===== src/rtl/pipe_seq.sv =====
// Pipeline sequencer: arbitrates dmem-wait, load-use, branch and imem-wait
// hazards into per-stage register enables and bubble flushes, with perf counters.
module pipe_seq #(
    parameter int unsigned CNT_W = 16
) (
    input  logic             CLK,
    input  logic             RST_N,
    input  logic             LW_STALL,
    input  logic             BR_TAKEN,
    input  logic             IMEM_READY,
    input  logic             MEM_ACCESS,
    input  logic             DMEM_READY,
    output logic             PC_EN,
    output logic             IF_DEC_EN,
    output logic             DEC_EX_EN,
    output logic             EX_MEM_EN,
    output logic             MEM_WB_EN,
    output logic             IF_FLUSH,
    output logic             DEC_FLUSH,
    output logic             EX_FLUSH,
    output logic [1:0]       STATE,
    output logic [CNT_W-1:0] STALL_CNT,
    output logic [CNT_W-1:0] FLUSH_CNT
);

    typedef enum logic [1:0] {
        RUN     = 2'b00,
        LDSTALL = 2'b01,
        BRFLUSH = 2'b10,
        DWAIT   = 2'b11
    } state_t;

    localparam logic [CNT_W-1:0] CNT_ONE = {{(CNT_W-1){1'b0}}, 1'b1};

    state_t state;
    state_t state_nxt;
    logic   dmem_wait;
    logic   load_use;
    logic   branch;
    logic   imem_wait;
    logic   br_act;

    // LDSTALL/BRFLUSH mask their own request so each hazard costs exactly one cycle.
    assign dmem_wait = MEM_ACCESS && !DMEM_READY;
    assign load_use  = LW_STALL && (state != LDSTALL);
    assign branch    = BR_TAKEN && (state != BRFLUSH);
    assign imem_wait = !IMEM_READY;

    always_ff @(posedge CLK) begin
        if (!RST_N) begin
            state <= RUN;
        end else begin
            state <= state_nxt;
        end
    end

    always_comb begin
        state_nxt = RUN;
        br_act    = 1'b0;
        PC_EN     = 1'b1;
        IF_DEC_EN = 1'b1;
        DEC_EX_EN = 1'b1;
        EX_MEM_EN = 1'b1;
        MEM_WB_EN = 1'b1;
        IF_FLUSH  = 1'b0;
        DEC_FLUSH = 1'b0;
        EX_FLUSH  = 1'b0;
        if (!RST_N) begin
            PC_EN     = 1'b0;
            IF_DEC_EN = 1'b0;
            DEC_EX_EN = 1'b0;
            EX_MEM_EN = 1'b0;
            MEM_WB_EN = 1'b0;
            IF_FLUSH  = 1'b1;
            DEC_FLUSH = 1'b1;
            EX_FLUSH  = 1'b1;
        end else if (dmem_wait) begin
            PC_EN     = 1'b0;
            IF_DEC_EN = 1'b0;
            DEC_EX_EN = 1'b0;
            EX_MEM_EN = 1'b0;
            MEM_WB_EN = 1'b0;
            state_nxt = DWAIT;
        end else if (load_use) begin
            PC_EN     = 1'b0;
            IF_DEC_EN = 1'b0;
            DEC_EX_EN = 1'b0;
            EX_FLUSH  = 1'b1;
            state_nxt = LDSTALL;
        end else if (branch) begin
            // PC stays enabled even if imem is not ready so the redirect lands.
            br_act    = 1'b1;
            IF_FLUSH  = 1'b1;
            DEC_FLUSH = 1'b1;
            state_nxt = BRFLUSH;
        end else if (imem_wait) begin
            PC_EN     = 1'b0;
            IF_FLUSH  = 1'b1;
        end
    end

    always_ff @(posedge CLK) begin
        if (!RST_N) begin
            STALL_CNT <= '0;
            FLUSH_CNT <= '0;
        end else begin
            if (!PC_EN && (STALL_CNT != '1)) begin
                STALL_CNT <= STALL_CNT + CNT_ONE;
            end
            if (br_act && (FLUSH_CNT != '1)) begin
                FLUSH_CNT <= FLUSH_CNT + CNT_ONE;
            end
        end
    end

    assign STATE = state;

endmodule


===== config.mk =====
export PLATFORM = sky130hd
export DESIGN_NAME = pipe_seq
export DESIGN_NICKNAME = d
export VERILOG_FILES = /design/src/rtl/pipe_seq.sv
export SDC_FILE = /design/constraint.sdc
export NUM_CORES = 1
export LEC_CHECK = 0
export ABC_CLOCK_PERIOD_IN_PS = 3100
export CAP_MARGIN = 40
export CORE_ASPECT_RATIO = 1.5
export CORE_MARGIN = 2
export CORE_UTILIZATION = 51
export DETAILED_ROUTE_END_ITERATION = 7
export PLACE_DENSITY = 0.86
export SYNTH_ARGS = -nofsm -noshare
export SYNTH_HDL_FRONTEND = slang
export SYNTH_SLANG_ARGS = --single-unit

===== constraint.sdc =====
create_clock -name CLK -period 3.1 [get_ports CLK]
set_input_delay 0.62 -clock CLK [delete_from_list [all_inputs] [get_ports CLK]]
set_output_delay 0.62 -clock CLK [all_outputs]
set_load 0.01 [all_outputs]

==> results of run 1 <==
## logic make-up (layout without fill, tap and decap cells)
group / count (synthesis) / count (layout) / synth area share, %
adders and majority gates: 2 / 2 / 1.44
muxes: 11 / 11 / 6.34
DFF: 34 / 34 / 39.2
xor gates and xnor gates: 4 / 4 / 2.02
and+or+nand+nor: 101 / 101 / 30.6
buffers and inverters: 13 / 65 / 4.11
AOI/OAI and AO/OA: 47 / 47 / 16.2
## through the flow
step	util, %	hold WS (ps)
floorplan	-	490
global placement	67.7	469
detailed placement	67.7	475
CTS	71.0	491
global route	71.0	518
finish	71.0	487
## power breakdown
| group | internal [mW] | switching [mW] |
|---|---|---|
| Clock | 0.224 | 0.164 |
| Combinational | 0.0527 | 0.0549 |
| Sequential | 0.445 | 0.0103 |
## flip-flops by register name (all words and copies together) (netlist names)
register	flops
STATE	2
STALL_CNT	16
FLUSH_CNT	16
## cell type report
class,count,area share [%]
Inverter,5,0.797
Multi-Input combinational cell,165,41.7
Sequential cell,34,28.9
Clock buffer,8,4.67
Timing Repair Buffer,52,21.7
Tap cell,42,2.23
## routing by layer
| layer | share of wire [%] | wire length [um] | GRT usage (%) |
|---|---|---|---|
| met1 | 39 | 1650 | 24.0 |
| met2 | 54 | 2260 | 43.0 |
| met3 | 4.5 | 187 | 6.27 |
| met4 | 2.4 | 101 | 10.8 |
| met5 | 0 | 0 | 0 |
## placed cells by master (no fill, tap or decap), types with 4 or more instances in the layout
cell             netlist  routed
nand2_1               26      26
nand2b_1               9       9
buf_4                  2       4
or4_1                  5       5
dfxtp_1               34      34
and3_1                 4       4
clkbuf_8               0       8
nand3_1               11      11
clkdlybuf4s50_1        0      48
o21ai_0                9       9
a21oi_1               18      18
mux2i_1               11      11
inv_1                  4       4
o31ai_1                5       5
nor2_1                14      14
o21ai_1                5       5
nand4_1                7       7
or3_1                 10      10
## worst paths after layout
path / to / slack, ps / startpoint / depth (start not counted)
worst max-delay path: IF_FLUSH / 250 / RST_N / 5
worst min-delay path: FLUSH_CNT[15] / 490 / FLUSH_CNT[15] / 1
worst max register to register: STALL_CNT[1] / 820 / STALL_CNT[0] / 7
worst min register to register: FLUSH_CNT[15] / 490 / FLUSH_CNT[15] / 1
==> impl_metrics.toml, run 1 <==
[final_layout]
antenna_cells = 0
multiInputGateArea_sq_um = 983
fin_area_sq_mm = 0.00236
register_area_sq_um = 681
drive_above_1_share_pct = 6.06
fillCellCount = 281
nNetsFinal = 272
syn_to_final_growth_pct = 35.8
layout.cells.non_filler = 306

[yosys]
yosys-top-cells-count = "dfxtp_1 (34), nand2_1 (26), a21oi_1 (18)"
synth_most_common_cell = "dfxtp_1"
synth_ff_type = "dfxtp_1"
yosysTopAreaCell = "dfxtp_1"
synth_cell_type_count = 40
synth-seq-cells = 34
synth_top_cell_area_share_pct = 39.2
synth_edf_count = 0
syn_area_sq_mm = 0.00174
yosysWarnings = 0
synth_cells = 212
ys_seq_area_share_pct = 39.2
synth_area_per_cell_sq_um = 8.19
async_flop_share_pct = 0
synth_area_leaders = "dfxtp_1 (39%), mux2i_1 (6.3%), nand2_1 (5.6%), a21oi_1 (5.2%), or3_1 (3.6%)"
synth_nets = 221

[clocking]
holdBufCountCts = 0
cts.repair.resized = 0
clk_pin_slew_ps = 70
cts_tree = "yes"
cts_root_buffer = "clkbuf_8"
clk_path_buf_depth = 2
cts_sinks = 34
htreeDepth = 2
cts_buffers = 5
worstSkewPairLatency_ps = 290
post_cts_buffers = 0

[setup_path]
criticalPathCategory = "in2out"
path_max_fanout = 8
slowest_stage = "clkdlybuf4s50_1"
cp.buffers_inverters = 3
end_kind = "primary output"
crit_chain = "clkdlybuf4s50_1 > inv_1 > a21oi_1 > a31oi_1 > clkdlybuf4s50_1"
arrival_ps = 2230
critical_path.top_delay_family = "buffers and inverters"
worstSetupStartpointType = "primary input"
max_stage_delay_ps = 610
worstPathRequired_ps = 2480
cp_common_cell = "clkdlybuf4s50_1"

[global_routing]
antenna_found_initial = 0
grt_overflow = 0
gr-usage-all-layers_pct = 23.2
grt_start_max_net_pins = 18
grt_pass1_wl_mm = 6.72
grt_pass1_vias = 1545

[routing]
routedWlPerCell_um = 13.7
wirelength_mm = 4.20
first_pass_iters = 4
drcViolationCount = 0
routed-via-count = 1741
viasPerCell = 5.69
drt_iter0_drc = 28
antenna_left = 0

[sta]
max_slew_margin_pct = 49.6
max_freq_ghz = 0.351
clock_skew_ps = 3.93
fin_tns_setup_ps = 0
worst_slack_ps = 250
period_share_pct = 91.9
finalMaxSlewViolations = 0
worst_pin_slew_ps = 751
rsz0062_at_grt = "false"
fin_crit_ps = 2850
hold_viol = 0
setup_viol = 0

[floorplan]
core.rowCount = 26
core-area_sq_mm = 0.00332
die_y_um = 75.4
die_w_um = 51.6
initial_core_util_pct = 52.3
io_pins = 49
dieArea_sq_mm = 0.00389

[hold_path]
hp-class = "reg2reg"

[place]
dpl.cell_count = 298
dpl_cell_area_sq_mm = 0.00225
port_buffers = 48
gp_congestion = 0.884
dp_slack_ps = 237
hpwl_mm = 3.03

[status]
status = "finished, final reports clean"

[power_and_ir_drop]
vdd_drop_max_v = 0.000309
total_power_mw = 0.951
pwr_density_cell_mw_per_mm2 = 404
power_leakage_nw = 0.822

[flow_run]
drv_cap = 0
Note: power is estimated with default switching activity, not from simulation.
==> run 2, diff against run 1 <==
Settings changed: ABC_CLOCK_PERIOD_IN_PS 3100 to 2400, CORE_UTILIZATION 51 to 43, GPL_TIMING_DRIVEN set to 1, PLACE_DENSITY 0.86 to 0.77.
Clock period 3.1 ns to 2.4 ns, I/O delays scaled along.
==> run 2 against run 1 <==
  * Routed wire length fell by 0.21%
  * Largest power group unchanged
  * Global-route usage shrank 3.6 points
  * Via count rose by 1.4%
  * Clock skew decreased by 1.3 ps
  * Non-clock buffer count is 9 higher
  * First-iteration DRC count is 140% higher
  * Setup slack worse by 190 ps
  * Critical endpoint is now IF_DEC_EN
  * Die area grew 17%
  * Sequential power grew 29%
  * Clock-buffer cell count unchanged
  * Design area increased by 3.9%
  * Register-to-register slack lost 350 ps
==> impl_metrics.toml, run 2 (synthesized netlist as in run 1, its figures left out) <==
[final_layout]
syn_to_final_growth_pct = 41.1
nNetsFinal = 281
fin_area_sq_mm = 0.00245
final_cell_mix = "clkdlybuf4s50_1 (43), dfxtp_1 (34), nand2_1 (26)"
layout.cells.non_filler = 318
layout_commonest_cell = "clkdlybuf4s50_1"
fillCellCount = 348
drive_above_1_share_pct = 9.52
antenna_cells = 0
final_util_pct = 62.4

[clocking]
cts_sinks = 34
cts_tree = "yes"
clk_pin_slew_ps = 70
holdBufCountCts = 0
cts_root_buffer = "clkbuf_8"
clk_path_buf_depth = 2
worstSkewPairLatency_ps = 290
htreeDepth = 2
cts.repair.resized = 4
post_cts_buffers = 0
cts_buffers = 5

[routing]
drt_iter0_drc = 68
drcViolationCount = 0
wirelength_mm = 4.19
first_pass_iters = 4
routedWlPerCell_um = 13.2
routed-via-count = 1765
viasPerCell = 5.55
antenna_left = 0

[sta]
fin_tns_setup_ps = 0
period_share_pct = 97.4
setup_viol = 0
hold_viol = 0
max_freq_ghz = 0.428
worst_slack_ps = 62.9
max_slew_margin_pct = 67.1
fin_crit_ps = 2340
rsz0062_at_grt = "false"
whs_ps = 489
clock_skew_ps = 2.65
finalMaxSlewViolations = 0
worst_pin_slew_ps = 481

[global_routing]
grt_overflow = 0
grt.busiest_layer = "met2"
grt_pass1_wl_mm = 7.10
gr-usage-all-layers_pct = 19.6
grt_start_max_net_pins = 25
use_met1_pct = 21.5
grt_util_met3_pct = 4.41
antenna_found_initial = 0
grtUsageMet2_pct = 36.5
grt_pass1_vias = 1650

[place]
dp_slack_ps = -43.4
hpwl_mm = 3.07
dpl_cell_area_sq_mm = 0.00233
gp_congestion = 0.888
port_buffers = 48
dpl.cell_count = 310

[setup_path]
worstPathRequired_ps = 1920
r2r_cells = 7
criticalPathCategory = "in2out"
worst-path-stages = 5
critical_path.top_delay_family = "buffers and inverters"
cp_common_cell = "clkdlybuf4s50_1"
crit_chain = "clkdlybuf4s50_1 > nand2b_4 > o211ai_2 > inv_2 > clkdlybuf4s50_1"
end_kind = "primary output"
arrival_ps = 1860
cp.buffers_inverters = 3
path_max_fanout = 4
slowest_stage = "clkdlybuf4s50_1"
max_stage_delay_ps = 530
worstSetupStartpointType = "primary input"

[flow_run]
drv_cap = 0

[power_and_ir_drop]
power_leakage_nw = 0.899
pwr_density_cell_mw_per_mm2 = 502
total_power_mw = 1.23
vdd_drop_max_v = 0.000425

[floorplan]
dieArea_sq_mm = 0.00457
core.rowCount = 28
io_pins = 49
die_w_um = 55.9
core-area_sq_mm = 0.00392
die_y_um = 81.8
initial_core_util_pct = 44.2

[hold_path]
hp-class = "reg2reg"
worstHoldPathCells = 1

[status]
status = "finished, final reports clean"
-- run 2: where the power goes --
part / internal [mW] / switching, mW / total, mW
Sequential: 0.575 / 0.0122 / 0.587
Clock: 0.290 / 0.206 / 0.495
Combinational: 0.0754 / 0.0718 / 0.147
-- run 2: layout make-up --
type	count	area [sq um]	area share (%)
Tap cell	45	56.3	2.30
Clock buffer	8	110	4.50
Multi-Input combinational cell	165	991	40.5
Timing Repair Buffer	61	592	24.2
Inverter	5	18.8	0.766
Sequential cell	34	681	27.8
-- run 2: final timing paths --
path,start,endpoint,slack [ps]
setup reg to reg,STALL_CNT[0],STALL_CNT[1],470
setup / recovery,DMEM_READY,IF_DEC_EN,60
hold reg to reg,FLUSH_CNT[15],FLUSH_CNT[15],490
hold / removal,FLUSH_CNT[15],FLUSH_CNT[15],490
-- run 2: per-layer routing --
layer	share of wire (%)	up-vias
met4	1.6	0
met5	0	-
met3	5.2	6
li1	-	892
met2	49	46
met1	44	821
-- run 2: worst reg2reg max path: cells and delay by family (launching register included) --
| family | cells | cell delay (ps) |
|---|---|---|
| flip-flops | 1 | 410 |
| AND/OR/NAND/NOR | 3 | 700 |
| adder cells (fa/ha/maj) | 1 | 250 |
| buffers and inverters | 1 | 180 |
| AO/OA/AOI/OAI | 1 | 110 |
| multiplexers | 1 | 190 |
==> run 3, diff against run 2 <==
Settings changed: PLACE_DENSITY 0.77 to 0.76.
==> run 3 against run 2 <==
  * Critical endpoint is now MEM_WB_EN
  * Design area is 1.6% lower
  * Maximum frequency is 1.5% higher
  * Clock-buffer cell count is 2 lower
==> impl_metrics.toml, run 3 (synthesized netlist as in run 1, its figures left out) <==
[sta]
period_share_pct = 95.9
finalMaxSlewViolations = 0
worst_pin_slew_ps = 481
max_slew_margin_pct = 67.1
max_freq_ghz = 0.434
whs_ps = 495
setup_viol = 0
hold_viol = 0
rsz0062_at_grt = "false"
worst_slack_ps = 97.6
fin_crit_ps = 2300
clock_skew_ps = 3.65

[floorplan]
initial_core_util_pct = 44.2
die_y_um = 81.8
die_w_um = 55.9
dieArea_sq_mm = 0.00457
io_pins = 49
core.rowCount = 28
core-area_sq_mm = 0.00392

[power_and_ir_drop]
vdd_drop_max_v = 0.000318
power_leakage_nw = 0.890
pwr_density_cell_mw_per_mm2 = 476

[setup_path]
worstSetupStartpointType = "primary input"
slowest_stage = "clkdlybuf4s50_1"
max_stage_delay_ps = 550
worstPathRequired_ps = 1920
cp_common_cell = "clkdlybuf4s50_1"
arrival_ps = 1820
crit_chain = "clkdlybuf4s50_1 > inv_1 > nor2_1 > clkdlybuf4s50_1"
path_max_fanout = 4
end_kind = "primary output"
criticalPathCategory = "in2out"

[clocking]
cts.repair.resized = 4
holdBufCountCts = 0
cts_buffers = 5
cts_root_buffer = "clkbuf_8"
worstSkewPairLatency_ps = 280
htreeDepth = 2
clk_pin_slew_ps = 60
post_cts_buffers = 0
cts_sinks = 34
cts_tree = "yes"
clk_path_buf_depth = 2

[status]
status = "finished, final reports clean"

[routing]
wirelength_mm = 4.15
drt_iter0_drc = 33
routedWlPerCell_um = 13.2
antenna_left = 0
routed-via-count = 1753
drcViolationCount = 0
viasPerCell = 5.58
first_pass_iters = 4

[place]
port_buffers = 48
gp_congestion = 0.869
dp_slack_ps = -68.7
hpwl_mm = 3.10

[final_layout]
register_area_sq_um = 681
final_cell_mix = "clkdlybuf4s50_1 (42), dfxtp_1 (34), nand2_1 (26)"
nNetsFinal = 279
syn_to_final_growth_pct = 38.8
antenna_cells = 0
layout_commonest_cell = "clkdlybuf4s50_1"
drive_above_1_share_pct = 8.18
fillCellCount = 369
multiInputGateArea_sq_um = 991

[global_routing]
grt_pass1_wl_mm = 7.00
grt_start_max_net_pins = 25
gr-usage-all-layers_pct = 19.4
grt_overflow = 0
antenna_found_initial = 0
grt_pass1_vias = 1613

[flow_run]
drv_cap = 0

[hold_path]
hp-class = "reg2reg"
run 3: cell types whose count changed in the layout (fill, tap and decap cells not counted):
cell,previous run,this run
buf_4,12,10
dlymetal6s2s_1,2,3
o21ai_1,6,5
clkbuf_8,8,6
o21ai_0,8,9
clkdlybuf4s50_1,43,42
run 3: layer usage:
metal	share of wire (%)	GRT usage, %	routed length (um)
met1	43	21.4	1770
met5	0	0	0
met4	1.5	7.62	62
met3	4.1	4.25	172
met2	52	36.1	2140
run 3: worst max-delay path: cells and delay by family:
| kind | cells | cell delay (ps) |
|---|---|---|
| buf+inv | 3 | 1180 |
| simple gates | 1 | 150 |
run 3: power by group:
| part | internal, mW | total, mW | switching [mW] |
|---|---|---|---|
| logic | 0.0741 | 0.145 | 0.0714 |
| clock network | 0.221 | 0.414 | 0.193 |
| registers | 0.575 | 0.587 | 0.0122 |
| total | 0.870 | 1.15 | 0.277 |
run 3: layout make-up:
cell class                 instances  share of cell area (%)
clock buffer                       6                    3.43
inverter                           5                   0.779
multi-input combinational        165                    41.1
sequential                        34                    28.3
tap                               45                    2.34
timing repair buffer              59                    24.1
run 3: stage by stage:
stage	utilization [%]	instance area, sq um	TNS (ps)	std cells	total power, mW
2_1_floorplan	-	1740	0	212	0.672
5_1_grt	61.4	2410	0	314	1.19
6_report	61.4	2410	0	314	1.15
3_5_place_dp	59.0	2310	-169	308	0.749
4_1_cts	61.2	2400	0	314	1.16
3_3_place_gp	59.0	2310	-77.3	308	0.746
run 3: worst paths after layout:
kind,to,slack (ps),depth (start not counted),startpoint
setup / recovery,MEM_WB_EN,100,4,RST_N
hold / removal,STALL_CNT[11],490,2,STALL_CNT[11]
setup reg to reg,STALL_CNT[1],340,7,STALL_CNT[0]
hold reg to reg,STALL_CNT[11],490,2,STALL_CNT[11]
